### src/rtl/clk_period_meter.sv
// Measures period and high time of an asynchronous square wave in clk_in cycles.
// Define CLK_PERIOD_METER_DUTY_EN to build the fall path and high_time output.
module clk_period_meter #(
  parameter int unsigned SYNC_STAGES = 2,
  parameter int unsigned CNT_WIDTH   = 32,
  parameter int unsigned TIMEOUT_MAX = 1000000,
  parameter int unsigned LOCK_TOL    = 2,
  parameter int unsigned LOCK_COUNT  = 4
) (
  input  logic                 clk_in,
  input  logic                 rstn,
  input  logic                 sig_in,
  input  logic                 clr,
  output logic [CNT_WIDTH-1:0] period,
  output logic [CNT_WIDTH-1:0] high_time,
  output logic                 meas_valid,
  output logic                 locked,
  output logic                 timeout
);

  localparam int MW = $clog2(LOCK_COUNT + 1);
  localparam int W1 = CNT_WIDTH + 1;
  localparam logic [CNT_WIDTH-1:0] TMAX = CNT_WIDTH'(TIMEOUT_MAX);
  localparam logic [MW-1:0]        LCNT = MW'(LOCK_COUNT);

  typedef enum logic [1:0] {
    IDLE,
    MEASURE,
    TMO
  } state_t;

  logic [SYNC_STAGES-1:0] r_sync;
  logic                   r_s_d;
  logic                   w_s;
  logic                   w_rise;

  state_t                 r_state;
  logic [CNT_WIDTH-1:0]   r_cnt;
  logic [CNT_WIDTH-1:0]   r_prev;
  logic [CNT_WIDTH-1:0]   r_period;
  logic [MW-1:0]          r_match;
  logic                   r_seeded;
  logic                   r_valid;
  logic                   r_locked;
  logic                   r_tmo;

  logic [W1-1:0]          w_a;
  logic [W1-1:0]          w_b;
  logic [W1-1:0]          w_diff;
  logic [MW-1:0]          w_match_nxt;

  always_ff @(posedge clk_in or negedge rstn) begin
    if (!rstn) begin
      r_sync <= '0;
      r_s_d  <= 1'b0;
    end else begin
      r_sync <= {r_sync[SYNC_STAGES-2:0], sig_in};
      r_s_d  <= r_sync[SYNC_STAGES-1];
    end
  end

  assign w_s    = r_sync[SYNC_STAGES-1];
  assign w_rise = w_s & ~r_s_d;

  assign w_a    = {1'b0, r_cnt};
  assign w_b    = {1'b0, r_prev};
  assign w_diff = (w_a >= w_b) ? (w_a - w_b) : (w_b - w_a);

  // the seeding measurement never scores a match
  always_comb begin
    w_match_nxt = '0;
    if (r_seeded && (w_diff <= W1'(LOCK_TOL))) begin
      if (r_match == LCNT)
        w_match_nxt = r_match;
      else
        w_match_nxt = r_match + MW'(1);
    end
  end

`ifdef CLK_PERIOD_METER_DUTY_EN
  logic                 w_fall;
  logic [CNT_WIDTH-1:0] r_hlatch;
  logic [CNT_WIDTH-1:0] r_high;

  assign w_fall = ~w_s & r_s_d;

  always_ff @(posedge clk_in or negedge rstn) begin
    if (!rstn) begin
      r_hlatch <= '0;
      r_high   <= '0;
    end else if (clr) begin
      r_hlatch <= '0;
      r_high   <= '0;
    end else if (w_rise) begin
      r_hlatch <= '0;
      if (r_state == MEASURE)
        r_high <= (r_hlatch != '0) ? r_hlatch : r_cnt;
    end else if (r_state == MEASURE && w_fall) begin
      r_hlatch <= r_cnt;
    end
  end

  assign high_time = r_high;
`else
  assign high_time = '0;
`endif

  always_ff @(posedge clk_in or negedge rstn) begin
    if (!rstn) begin
      r_state  <= IDLE;
      r_cnt    <= '0;
      r_prev   <= '0;
      r_period <= '0;
      r_match  <= '0;
      r_seeded <= 1'b0;
      r_valid  <= 1'b0;
      r_locked <= 1'b0;
      r_tmo    <= 1'b0;
    end else begin
      r_valid <= 1'b0;
      if (clr) begin
        r_state  <= IDLE;
        r_cnt    <= '0;
        r_period <= '0;
        r_match  <= '0;
        r_seeded <= 1'b0;
        r_locked <= 1'b0;
        r_tmo    <= 1'b0;
      end else if (w_rise) begin
        r_cnt <= CNT_WIDTH'(1);
        if (r_state == MEASURE) begin
          r_period <= r_cnt;
          r_valid  <= 1'b1;
          r_prev   <= r_cnt;
          r_seeded <= 1'b1;
          r_match  <= w_match_nxt;
          r_locked <= (w_match_nxt == LCNT);
        end else begin
          r_state  <= MEASURE;
          r_tmo    <= 1'b0;
          r_seeded <= 1'b0;
          r_match  <= '0;
        end
      end else begin
        if (r_cnt != TMAX)
          r_cnt <= r_cnt + CNT_WIDTH'(1);
        if (r_state != TMO && r_cnt == TMAX) begin
          r_state  <= TMO;
          r_tmo    <= 1'b1;
          r_locked <= 1'b0;
          r_match  <= '0;
        end
      end
    end
  end

  assign period     = r_period;
  assign meas_valid = r_valid;
  assign locked     = r_locked;
  assign timeout    = r_tmo;

endmodule

### config.mk
export PLATFORM = sky130hd
export DESIGN_NAME = clk_period_meter
export DESIGN_NICKNAME = d
export VERILOG_FILES = /design/src/rtl/clk_period_meter.sv
export SDC_FILE = /design/constraint.sdc
export NUM_CORES = 1
export LEC_CHECK = 0
export ABC_AREA = 1
export ABC_CLOCK_PERIOD_IN_PS = 2600
export CAP_MARGIN = 10
export CORE_MARGIN = 4
export CORE_UTILIZATION = 40
export CTS_CLUSTER_SIZE = 10
export DETAILED_ROUTE_END_ITERATION = 7
export PLACE_DENSITY = 0.59
export SLEW_MARGIN = 15
export SYNTH_ARGS = -nofsm -noshare
export SYNTH_HDL_FRONTEND = slang
export SYNTH_SLANG_ARGS = --single-unit
### constraint.sdc
create_clock -name clk_in -period 2.6 [get_ports clk_in]
set_input_delay 0.39 -clock clk_in [delete_from_list [all_inputs] [get_ports clk_in]]
set_output_delay 0.39 -clock clk_in [all_outputs]
set_load 0.005 [all_outputs]
# After elaboration in Yosys (flattened, before gate mapping)
# Index checks and enable logic that the tools add are counted.
[classes]
addsub = 4
magnitude_cmp = 2
n_eq_ne = 8
mux = 30
bitwise_logic = 3
n_reduce_logical = 10
[ops]
columns = ["cell", "n"]
rows = [
  ["$mux 32", 6],
  ["$sub 32x32->33", 2],
  ["$le 33x2->1 const B", 1],
  ["$mux 33", 1],
  ["$add 32x1->32 const B", 1],
  ["$eq 32x20->1 const B", 1],
  ["$ge 32x32->1", 1],
  ["$ne 32x20->1 const B", 1],
  ["$mux 3", 6],
  ["$mux 1", 13],
  ["$mux 2", 4],
  ["$eq 3x3->1 const B", 2],
  ["$reduce_and 2->1", 3],
  ["$reduce_bool 3->1", 2],
  ["$reduce_bool 2->1", 2],
  ["$add 3x1->3 const B", 1],
  ["$ne 3x2->1 const B", 1],
  ["$ne 3x3->1 const B", 1],
  ["$reduce_and 3->1", 1],
  ["$eq 2x1->1 const B", 1],
  ["$logic_and 1x1->1", 2],
  ["$ne 2x2->1 const B", 1],
  ["$not 1->1", 2],
  ["$and 1x1->1", 1],
]
[word_totals]
reg_bits = 108
in_bits = 4
elab_cells = 68

# Depth between registers and ports, before layout
# Gate-level depths: netlist (run 1).
[depth]
depth_word = 9
ltp_mapped = 24
mapped_depth_nobuf = 23

# Worst setup path before layout (run 1)
# Ideal clock, no wire load.
[synth_timing]
path_kind = "register to register"
from = "reg r_cnt[8]"
to = "reg r_match[1]"
arrival_ps = 2505
slack_ps = 19
path_stages_with_launch = 22
path_buffers = 2
period_less_slack_ps = 2581
cell_sequence = "dfrtp_1 > inv_1 > ha_1 > buf_4 > nand2_4 > inv_2 > nand2_1 > nand2_1 > inv_2 > nand2_1 > nand2_1 > nand3_2 > a21oi_2 > buf_6 > nand2_1 > a21oi_1 > nand2_1 > nor2_2 > nand4_2 > nor2_4 > nand3_1 > o21ai_1"
[synth_via]
elab_chain_cells = 8
word_cells_on_any_way = 13
[synth_lines]
columns = ["element", "line_no", "text"]
rows = [
  ["start: declaration", "38", "logic [CNT_WIDTH-1:0] r_cnt;"],
  ["start signal: assignment", "146", "r_cnt <= r_cnt + CNT_WIDTH'(1);"],
  ["$sub 32x32->33 / $ge 32x32->1 (equally long branches)", "67", "assign w_diff = (w_a >= w_b) ? (w_a - w_b) : (w_b - w_a);"],
  ["$mux 33", "67", ""],
  ["$le 33x2->1", "72", "if (r_seeded && (w_diff <= W1'(LOCK_TOL))) begin"],
  ["$logic_and 1x1->1", "72", ""],
  ["$mux 3", "72", ""],
  ["$mux 3", "131", "if (r_state == MEASURE) begin"],
  ["$mux 3", "129", "end else if (w_rise) begin"],
  ["$mux 3", "121", "if (clr) begin"],
  ["end signal: assignment", "136", "r_match <= w_match_nxt;"],
  ["end: declaration", "41", "logic [MW-1:0] r_match;"],
]
# Parallel ways exist; a longest one is shown, timed or not.
# A chain may end at the register's enable or synchronous reset.

# Worst setup path in the final report (run 1)
[layout_timing]
from = "reg r_cnt[30]"
to = "reg r_locked (netlist: locked)"
[layout_via]
elab_chain_cells = 9
word_cells_on_any_way = 15
[layout_lines]
columns = ["element", "line_no", "text"]
rows = [
  ["$sub 32x32->33 / $ge 32x32->1 (equally long branches)", "67", ""],
  ["$mux 33", "67", ""],
  ["$le 33x2->1", "72", ""],
  ["$logic_and 1x1->1", "72", ""],
  ["$mux 3", "72", ""],
  ["$eq 3x3->1", "137", "r_locked <= (w_match_nxt == LCNT);"],
  ["$mux 1", "131", ""],
  ["$mux 1", "129", ""],
  ["$mux 1", "121", ""],
  ["end signal: assignment", "137", ""],
  ["end: declaration", "44", "logic r_locked;"],
]
# Parallel ways exist; a longest one is shown, timed or not. The select of a mux whose other input is x is not followed.

==> impl_table.tex, run 1 <==
\begin{tabular}{lr}
\hline
Metric & Value \\
\hline
\multicolumn{2}{l}{\textbf{Run status}} \\
\quad Run status & finished with violations \\
\quad Failing checks & negative setup slack \\
\multicolumn{2}{l}{\textbf{Clock network}} \\
\quad Clock latency reported for the late side of the worst-skew pair & around 0.36 ns \\
\quad Clock transition at the registers of the reported paths & roughly 0.080 ns \\
\quad Number of buffers on the longest clock path & 2 \\
\quad Clock tree from TritonCTS & built \\
\quad H-tree levels & 3 \\
\quad Clock root buffer & sky130\_fd\_sc\_hd\_\_clkbuf\_16 \\
\quad Cts bufs inserted & 9 \\
\quad Number of clock sinks & 107 \\
\multicolumn{2}{l}{\textbf{Yosys}} \\
\quad Syn Inst Count & 1532 \\
\quad YS warnings & 0 \\
\quad Yosys reg bits & 107 \\
\quad Syn Area/Cell & 6.297 sq um \\
\quad Post-synth EDFFs & 0 \\
\quad Netlist cell types & 44 \\
\quad Post-synthesis cell area & 9647 sq um \\
\quad Proportion of register bits with asynchronous set or reset after synthesis & 100.0\% \\
\quad Sequential element share of the synthesized area & around 28\% \\
\quad Flip-flop cell with the highest count after synthesis & sky130\_fd\_sc\_hd\_\_dfrtp\_1 \\
\multicolumn{2}{l}{\textbf{Pwr}} \\
\quad Part of the power in combinational logic & 49.9\% \\
\quad LEAKAGE & 7.424 nW \\
\quad Power density relative to cell area & 454.4 nW/um\^{}2 \\
\quad Sequential share of power & 28.7\% \\
\quad Switching part of the total power & 40.11\% \\
\quad Worst IR drop on VDD & 301.4 uV \\
\quad Internal Power & 3.796 mW \\
\quad Clock power share & 21.3\% \\
\quad Switching power total & 2.542 mW \\
\multicolumn{2}{l}{\textbf{Critical path}} \\
\quad Arrival time of the worst setup path & 3.17 ns \\
\quad Critical-path maximum fanout & 4 \\
\quad Critical path start-end classification & reg2reg \\
\quad Data required time of the worst path & 2.89 ns \\
\quad Critical Path Start Type & register \\
\quad List of cells traversed by the critical path & inv\_2 -> ha\_4 -> buf\_4 -> a21oi\_4 -> o21bai\_1 -> nor2\_2 -> nand3\_4 -> a21oi\_4 -> buf\_12 -> nand2\_1 -> nand2\_1 -> nand3\_1 -> nor2\_2 -> nand4\_2 -> nor2\_4 -> nand4\_1 -> nand2\_1 \\
\quad Biggest cell delay along the critical path & about 0.4 ns \\
\quad Critical path capture point type & register \\
\quad Most Frequent Cell on Critical Path & sky130\_fd\_sc\_hd\_\_nand2\_1 \\
\quad Max stage delay cell, worst path & sky130\_fd\_sc\_hd\_\_dfrtp\_1 \\
\multicolumn{2}{l}{\textbf{Final layout}} \\
\quad Post-route non-filler standard cell count & 2203 \\
\quad Post-synthesis to final-layout area growth & 44.59\% \\
\quad NumNets Final & 1954 \\
\quad Register cell area after layout & 2678 sq um \\
\quad Share of post-route cells with drive strength above 1 & 30.57\% \\
\quad Most common cell after layout, fill and taps aside & sky130\_fd\_sc\_hd\_\_nand2\_1 \\
\quad Number of diodes added for antenna fixing & 0 \\
\quad Highest-count cells in the layout ignoring fill and taps & 488 x sky130\_fd\_sc\_hd\_\_nand2\_1, 311 x sky130\_fd\_sc\_hd\_\_buf\_4, 233 x sky130\_fd\_sc\_hd\_\_inv\_1 \\
\quad Final core area utilization & 59.07\% \\
\quad Post-route cell area & 13950 sq um \\
\quad Fill cell instance count of the final layout & 2304 \\
\quad Multi-input gate area & 6689 sq um \\
\multicolumn{2}{l}{\textbf{Route}} \\
\quad Post-route antenna net violation count & 0 \\
\quad First-iteration detailed-routing DRC count & 676 \\
\quad TritonRoute pass-1 iters & 6 \\
\quad DRT Wirelength & $\sim$34000 microns \\
\quad Via/cell ratio & 4.884 \\
\quad DR DRC count & 0 \\
\quad Average wire length per cell after detail routing & around 16 microns \\
\quad Via Count & 10760 \\
\multicolumn{2}{l}{\textbf{STA}} \\
\quad Clock period minus worst slack & roughly 2.9 ns \\
\quad Post-layout worst setup margin & -0.2744 ns \\
\quad RSZ-0062 raised after global routing & yes \\
\quad Achievable Freq & roughly 350 MHz \\
\quad Slew Limit Fails & 0 \\
\quad Clock skew & 0.01107 ns \\
\quad Final setup violation count & 4 \\
\quad Period Utilization, post-route & 110.6\% \\
\quad Final Hold Vio Count & 0 \\
\multicolumn{2}{l}{\textbf{Floorplan}} \\
\quad Number of ports placed on the die boundary & 71 \\
\quad Area of the die & 26670 sq um \\
\quad Initial Utilization & 40.85\% \\
\quad Chip width & 163.3 microns \\
\quad Standard-cell row count & 56 \\
\quad Die height & 163.3 microns \\
\quad Core box area & roughly 24000 sq um \\
\multicolumn{2}{l}{\textbf{Placed design}} \\
\quad Cell area after placement & $\sim$12000 sq um \\
\quad Setup slack at placement & -0.5435 ns \\
\quad Cell count after placement & 2153 \\
\quad Count of input and output buffers & 38 \\
\quad Gp weighted congestion & 0.9730 \\
\quad Final HPWL DP & 27820 microns \\
\multicolumn{2}{l}{\textbf{Global route}} \\
\quad Vias in the first global route & 10420 \\
\quad Overflow after GRT & 0 \\
\quad Number of antenna violations at the first check in global routing & 0 \\
\quad Largest net degree at the start of global routing & 60 \\
\quad Overall fraction of global-route tracks in use & 25.93\% \\
\quad Global-route wire length before repair & 54410 microns \\
\multicolumn{2}{l}{\textbf{Run}} \\
\quad Max-cap violations & 0 \\
\multicolumn{2}{l}{\textbf{Worst hold path}} \\
\quad Worst hold-check path type & reg2reg \\
\hline
\end{tabular}
-- cells in the mapped netlist, types with 9 or more instances --
cell type	count	area (sq um)
sky130_fd_sc_hd__nand2_1	541	2031
sky130_fd_sc_hd__inv_1	252	945.9
sky130_fd_sc_hd__nand3_1	116	580.6
sky130_fd_sc_hd__dfrtp_1	107	2678
sky130_fd_sc_hd__nor2_1	90	337.8
sky130_fd_sc_hd__a21oi_1	84	420.4
sky130_fd_sc_hd__ha_1	68	850.8
sky130_fd_sc_hd__o21ai_0	65	325.3
sky130_fd_sc_hd__buf_4	35	262.8
sky130_fd_sc_hd__nand4_1	25	156.4
sky130_fd_sc_hd__nor3_1	17	85.08
sky130_fd_sc_hd__clkbuf_1	13	48.80
sky130_fd_sc_hd__nand2_2	12	75.07
sky130_fd_sc_hd__nor2_2	11	68.82
sky130_fd_sc_hd__xor2_1	11	96.34
sky130_fd_sc_hd__nor2_4	10	112.6
sky130_fd_sc_hd__inv_2	9	33.78
-- final cells by class --
cell class / count / share of cell area [%]
Clock buffer: 10 / 1.713
Clock inverter: 5 / 0.3229
Inverter: 265 / 7.185
Multi-Input combinational cell: 1135 / 47.95
Sequential cell: 107 / 19.20
Tap cell: 319 / 2.861
Timing Repair Buffer: 362 / 20.77
-- stage by stage --
stage | total power [mW] | TNS [ns] | hold slack, ns
floorplan | 3.367 | 0 | 0.09441
global route | 6.771 | -1.979 | 0.3708
detailed placement | 4.579 | -2.240 | 0.2919
global placement | 4.560 | -1.969 | 0.2890
CTS | 6.114 | -0.8944 | 0.3632
finish | 6.338 | -1.001 | 0.3598
-- critical path: cells and delay by family, from the launching register on --
kind                     cells  cell delay, ns
flip-flops                   1            0.39
adder cells (fa/ha/maj)      1            0.22
AND/OR/NAND/NOR             10            1.31
buffers and inverters        3            0.40
AO/OA/AOI/OAI                3            0.48
-- sequential cells by signal (all words and copies together), names as in the netlist --
name	cells
locked	1
meas_valid	1
period	32
r_cnt	32
r_match	3
r_prev	32
r_s_d	1
r_seeded	1
r_state	2
r_sync	2
-- power groups by stage --
stage / sequential, mW / combinational, mW / clock (mW)
2_1_floorplan: 1.81 / 1.56 / 0
3_3_place_gp: 1.82 / 2.74 / 0
3_5_place_dp: 1.82 / 2.76 / 0
4_1_cts: 1.81 / 2.93 / 1.38
5_1_grt: 1.83 / 3.50 / 1.45
6_report: 1.82 / 3.16 / 1.35
-- metal layers --
metal / vias up / global-route usage, % / share of wire, % / wire [microns]
li1: 5428 / - / - / -
met1: 4981 / 38.48 / 48 / 16650
met4: 0 / 6.291 / 1.9 / 660
met3: 40 / 3.331 / 5.5 / 1880
met5: - / 0 / 0 / 0
met2: 311 / 40.15 / 44 / 15210
-- final timing paths --
check,start,endpoint,slack [ns],cells past startpoint
setup / recovery,r_cnt[30]$_DFFE_PN0P_,locked$_DFFE_PN0P_,-0.27,17
hold / removal,r_sync[0]$_DFF_PN0_,r_sync[1]$_DFF_PN0_,0.36,0
setup reg to reg,r_cnt[30]$_DFFE_PN0P_,locked$_DFFE_PN0P_,-0.27,17
hold reg to reg,r_sync[0]$_DFF_PN0_,r_sync[1]$_DFF_PN0_,0.36,0
max in group asynchronous,rstn,r_prev[4]$_DFFE_PN0P_,1.45,3
min in group asynchronous,rstn,r_s_d$_DFF_PN0_,0.45,2
-- cell families after synthesis --
| logic type | Yosys count | synth area share [%] |
|---|---|---|
| simple gates | 844 | 37.82 |
| compound gates | 173 | 9.585 |
| buf+inv | 324 | 14.38 |
| other cells | 1 | 0.03887 |
| fa+ha+maj | 70 | 9.235 |
| xor+xnor | 13 | 1.180 |
| flops | 107 | 27.76 |
-- what timing repair did --
action	4_1_cts	5_1_grt
setup endpoints to repair	6	13
resized for setup	100	136
buffers inserted	13	19
hold buffers	1	0
pin swaps	25	66
cloned	2	1
hold endpoints to repair	18	0
Note: power is estimated with default switching activity, not from simulation.
==> run 2, diff against run 1 <==
--- a/config.mk
+++ b/config.mk
@@ -8,10 +8,12 @@
 export ABC_AREA = 1
 export ABC_CLOCK_PERIOD_IN_PS = 2600
 export CAP_MARGIN = 10
+export CORE_ASPECT_RATIO = 0.9
 export CORE_MARGIN = 4
 export CORE_UTILIZATION = 40
 export CTS_CLUSTER_SIZE = 10
 export DETAILED_ROUTE_END_ITERATION = 7
+export GPL_ROUTABILITY_DRIVEN = 0
 export PLACE_DENSITY = 0.59
 export SLEW_MARGIN = 15
 export SYNTH_ARGS = -nofsm -noshare
==> impl_table.tex, run 2 (synthesized netlist as in run 1, its figures left out) <==
\begin{tabular}{lr}
\hline
Metric & Value \\
\hline
\multicolumn{2}{l}{\textbf{Route}} \\
\quad TritonRoute pass-1 iters & 7 \\
\quad Via/cell ratio & 5.008 \\
\quad Via Count & roughly 11000 \\
\quad Average wire length per cell after detail routing & $\sim$16 microns \\
\quad DR DRC count & 0 \\
\quad Post-route antenna net violation count & 0 \\
\quad First-iteration detailed-routing DRC count & 1011 \\
\quad DRT Wirelength & 34640 microns \\
\multicolumn{2}{l}{\textbf{Pwr}} \\
\quad Power density relative to cell area & approximately 450 nW/um\^{}2 \\
\quad Post-layout total power & 6.455 mW \\
\quad Worst IR drop on VDD & 358.8 uV \\
\quad LEAKAGE & 7.547 nW \\
\multicolumn{2}{l}{\textbf{STA}} \\
\quad Slew Limit Fails & 0 \\
\quad RSZ-0062 raised after global routing & yes \\
\quad Final Hold Vio Count & 0 \\
\quad Headroom to the max-slew limit & between 60\% and 70\% \\
\quad Final setup violation count & 7 \\
\quad Clock skew & 0.01021 ns \\
\quad Achievable Freq & $\sim$350 MHz \\
\quad Final setup TNS & -1.362 ns \\
\quad Post-layout worst setup margin & -0.2979 ns \\
\quad Period Utilization, post-route & 111.5\% \\
\quad Slew of the pin with the lowest slew margin & 0.5934 ns \\
\quad Clock period minus worst slack & 2.898 ns \\
\multicolumn{2}{l}{\textbf{Global route}} \\
\quad Largest net degree at the start of global routing & 68 \\
\quad Overflow after GRT & 0 \\
\quad Global-route wire length before repair & between 50000 and 60000 microns \\
\quad Overall fraction of global-route tracks in use & 25.08\% \\
\quad Number of antenna violations at the first check in global routing & 0 \\
\quad Vias in the first global route & 10380 \\
\multicolumn{2}{l}{\textbf{Floorplan}} \\
\quad Standard-cell row count & 53 \\
\quad Chip width & 171.7 microns \\
\quad Area of the die & 26670 sq um \\
\quad Initial Utilization & 40.98\% \\
\quad Core box area & 23540 sq um \\
\quad Die height & 155.3 microns \\
\quad Number of ports placed on the die boundary & 71 \\
\multicolumn{2}{l}{\textbf{Placed design}} \\
\quad Final HPWL DP & 26380 microns \\
\quad Cell count after placement & 2091 \\
\quad Count of input and output buffers & 38 \\
\multicolumn{2}{l}{\textbf{Critical path}} \\
\quad Critical Path Start Type & register \\
\quad Arrival time of the worst setup path & 3.19 ns \\
\quad Path depth of the worst reg2reg path & 17 \\
\quad Critical path capture point type & register \\
\quad Kind of cell adding the most delay to the critical path & simple AND/OR/NAND/NOR gates \\
\quad Biggest cell delay along the critical path & 0.40 ns \\
\quad Max stage delay cell, worst path & sky130\_fd\_sc\_hd\_\_dfrtp\_1 \\
\quad Critical path start-end classification & reg2reg \\
\quad Count of cell instances traversed by the critical path & 17 \\
\quad Data required time of the worst path & slightly below 3 ns \\
\quad List of cells traversed by the critical path & inv\_2 -> ha\_4 -> nand2\_2 -> inv\_1 -> a21oi\_2 -> nor2\_1 -> nor2\_2 -> nand3\_4 -> a21oi\_4 -> o21ai\_0 -> nand3\_1 -> nand3\_1 -> nor2\_1 -> nand2\_1 -> nor2\_4 -> nand4\_1 -> nand2\_1 \\
\quad Bufs and invs on worst path & 2 \\
\quad Critical-path maximum fanout & 8 \\
\multicolumn{2}{l}{\textbf{Run}} \\
\quad Max-cap violations & 0 \\
\multicolumn{2}{l}{\textbf{Clock network}} \\
\quad Number of buffers on the longest clock path & 2 \\
\quad Clock tree from TritonCTS & built \\
\quad \# hold bufs at CTS & 0 \\
\quad Clock root buffer & sky130\_fd\_sc\_hd\_\_clkbuf\_16 \\
\quad Clock latency reported for the late side of the worst-skew pair & 0.36 ns \\
\quad Cts bufs inserted & 9 \\
\quad H-tree levels & 3 \\
\quad Clock transition at the registers of the reported paths & about 0.070 ns \\
\quad Number of clock sinks & 107 \\
\multicolumn{2}{l}{\textbf{Final layout}} \\
\quad Post-route non-filler standard cell count & 2180 \\
\quad Number of diodes added for antenna fixing & 0 \\
\quad Highest-count cells in the layout ignoring fill and taps & 460 x sky130\_fd\_sc\_hd\_\_nand2\_1, 277 x sky130\_fd\_sc\_hd\_\_buf\_4, 209 x sky130\_fd\_sc\_hd\_\_inv\_1 \\
\quad Most common cell after layout, fill and taps aside & sky130\_fd\_sc\_hd\_\_nand2\_1 \\
\quad Share of post-route cells with drive strength above 1 & 34.66\% \\
\quad NumNets Final & $\sim$2000 \\
\quad Post-synthesis to final-layout area growth & 49.92\% \\
\multicolumn{2}{l}{\textbf{Run status}} \\
\quad Run status & finished with violations \\
\quad Failing checks & negative setup slack \\
\multicolumn{2}{l}{\textbf{Worst hold path}} \\
\quad Worst hold-check path type & in2async \\
\hline
\end{tabular}
run 2: cell types whose count changed in the layout (fill, tap and decap cells not counted), sizes merged:
cell         delta
a21oi           -1
buf             -5
bufinv          +2
clkinv          -1
dlygate4sd3     -1
inv             -1
nand2           +1
run 2: worst paths after layout:
check | startpoint | endpoint | slack [ns]
max in group asynchronous | rstn | r_prev[1]$_DFFE_PN0P_ | 1.93
max | r_cnt[28]$_DFFE_PN0P_ | locked$_DFFE_PN0P_ | -0.30
min reg2reg | r_sync[0]$_DFF_PN0_ | r_sync[1]$_DFF_PN0_ | 0.36
max reg2reg | r_cnt[28]$_DFFE_PN0P_ | locked$_DFFE_PN0P_ | -0.30
min in group clk_in | r_sync[0]$_DFF_PN0_ | r_sync[1]$_DFF_PN0_ | 0.36
min | rstn | r_sync[0]$_DFF_PN0_ | 0.03
run 2: layout make-up:
type                    count  area [sq um]
well taps                 302         377.9
inverters                 265          1015
multi-input cells        1135          7079
clock buffers              10         229.0
fillers                  2070          9079
flip-flops and latches    107          2680
repair buffers            356          2997
clock inverters             5         85.08
run 2: repair_timing:
item | CTS | global route
resized for setup | 247 | 142
endpoints found under the setup margin | 4 | 15
buffers inserted | 33 | 42
gates cloned | 3 | 0
pin swaps | 69 | 89
run 2: stage by stage:
stage	util [%]	hold slack, ns	instance area, sq um	worst slack, ns
after global placement	51.20	0.3475	12050	-0.4379
final	61.43	0.03263	14460	-0.2979
after global routing	61.43	0.07236	14460	-0.4266
after floorplan	-	0.09441	9763	0.01852
after CTS	58.00	0.04696	13650	-0.1717
after detailed placement	51.20	0.3456	12050	-0.4904
run 2: worst register-to-register path: stages, from the launching register on:
cell and delay [ns]:
sky130_fd_sc_hd__dfrtp_1 0.40, sky130_fd_sc_hd__inv_2 0.11, sky130_fd_sc_hd__ha_4 0.22, sky130_fd_sc_hd__nand2_2 0.07, sky130_fd_sc_hd__inv_1 0.05, sky130_fd_sc_hd__a21oi_2 0.14, sky130_fd_sc_hd__nor2_1 0.08, sky130_fd_sc_hd__nor2_2 0.21
sky130_fd_sc_hd__nand3_4 0.16, sky130_fd_sc_hd__a21oi_4 0.33, sky130_fd_sc_hd__o21ai_0 0.22, sky130_fd_sc_hd__nand3_1 0.13, sky130_fd_sc_hd__nand3_1 0.08, sky130_fd_sc_hd__nor2_1 0.08, sky130_fd_sc_hd__nand2_1 0.10, sky130_fd_sc_hd__nor2_4 0.24
sky130_fd_sc_hd__nand4_1 0.12, sky130_fd_sc_hd__nand2_1 0.07
run 2: where the power goes:
| group | switching [mW] | leakage (nW) | internal (mW) |
|---|---|---|---|
| clock network | 0.630 | 0.150 | 0.847 |
| registers | 0.0857 | 1.44 | 1.74 |
| logic | 1.84 | 5.95 | 1.31 |
run 2: metal layers:
metal	GRT usage, %	share of wire (%)
met1	37.54	47
met5	0	0
met2	38.48	44
met4	5.734	1.9
met3	3.328	7.2
==> run 3, diff against run 2 <==
--- a/config.mk
+++ b/config.mk
@@ -7,7 +7,6 @@
 export LEC_CHECK = 0
 export ABC_AREA = 1
 export ABC_CLOCK_PERIOD_IN_PS = 2600
-export CAP_MARGIN = 10
 export CORE_ASPECT_RATIO = 0.9
 export CORE_MARGIN = 4
 export CORE_UTILIZATION = 40
==> results of run 3 <==
No change in the layout: final DEF, timing and power equal those of run 2.
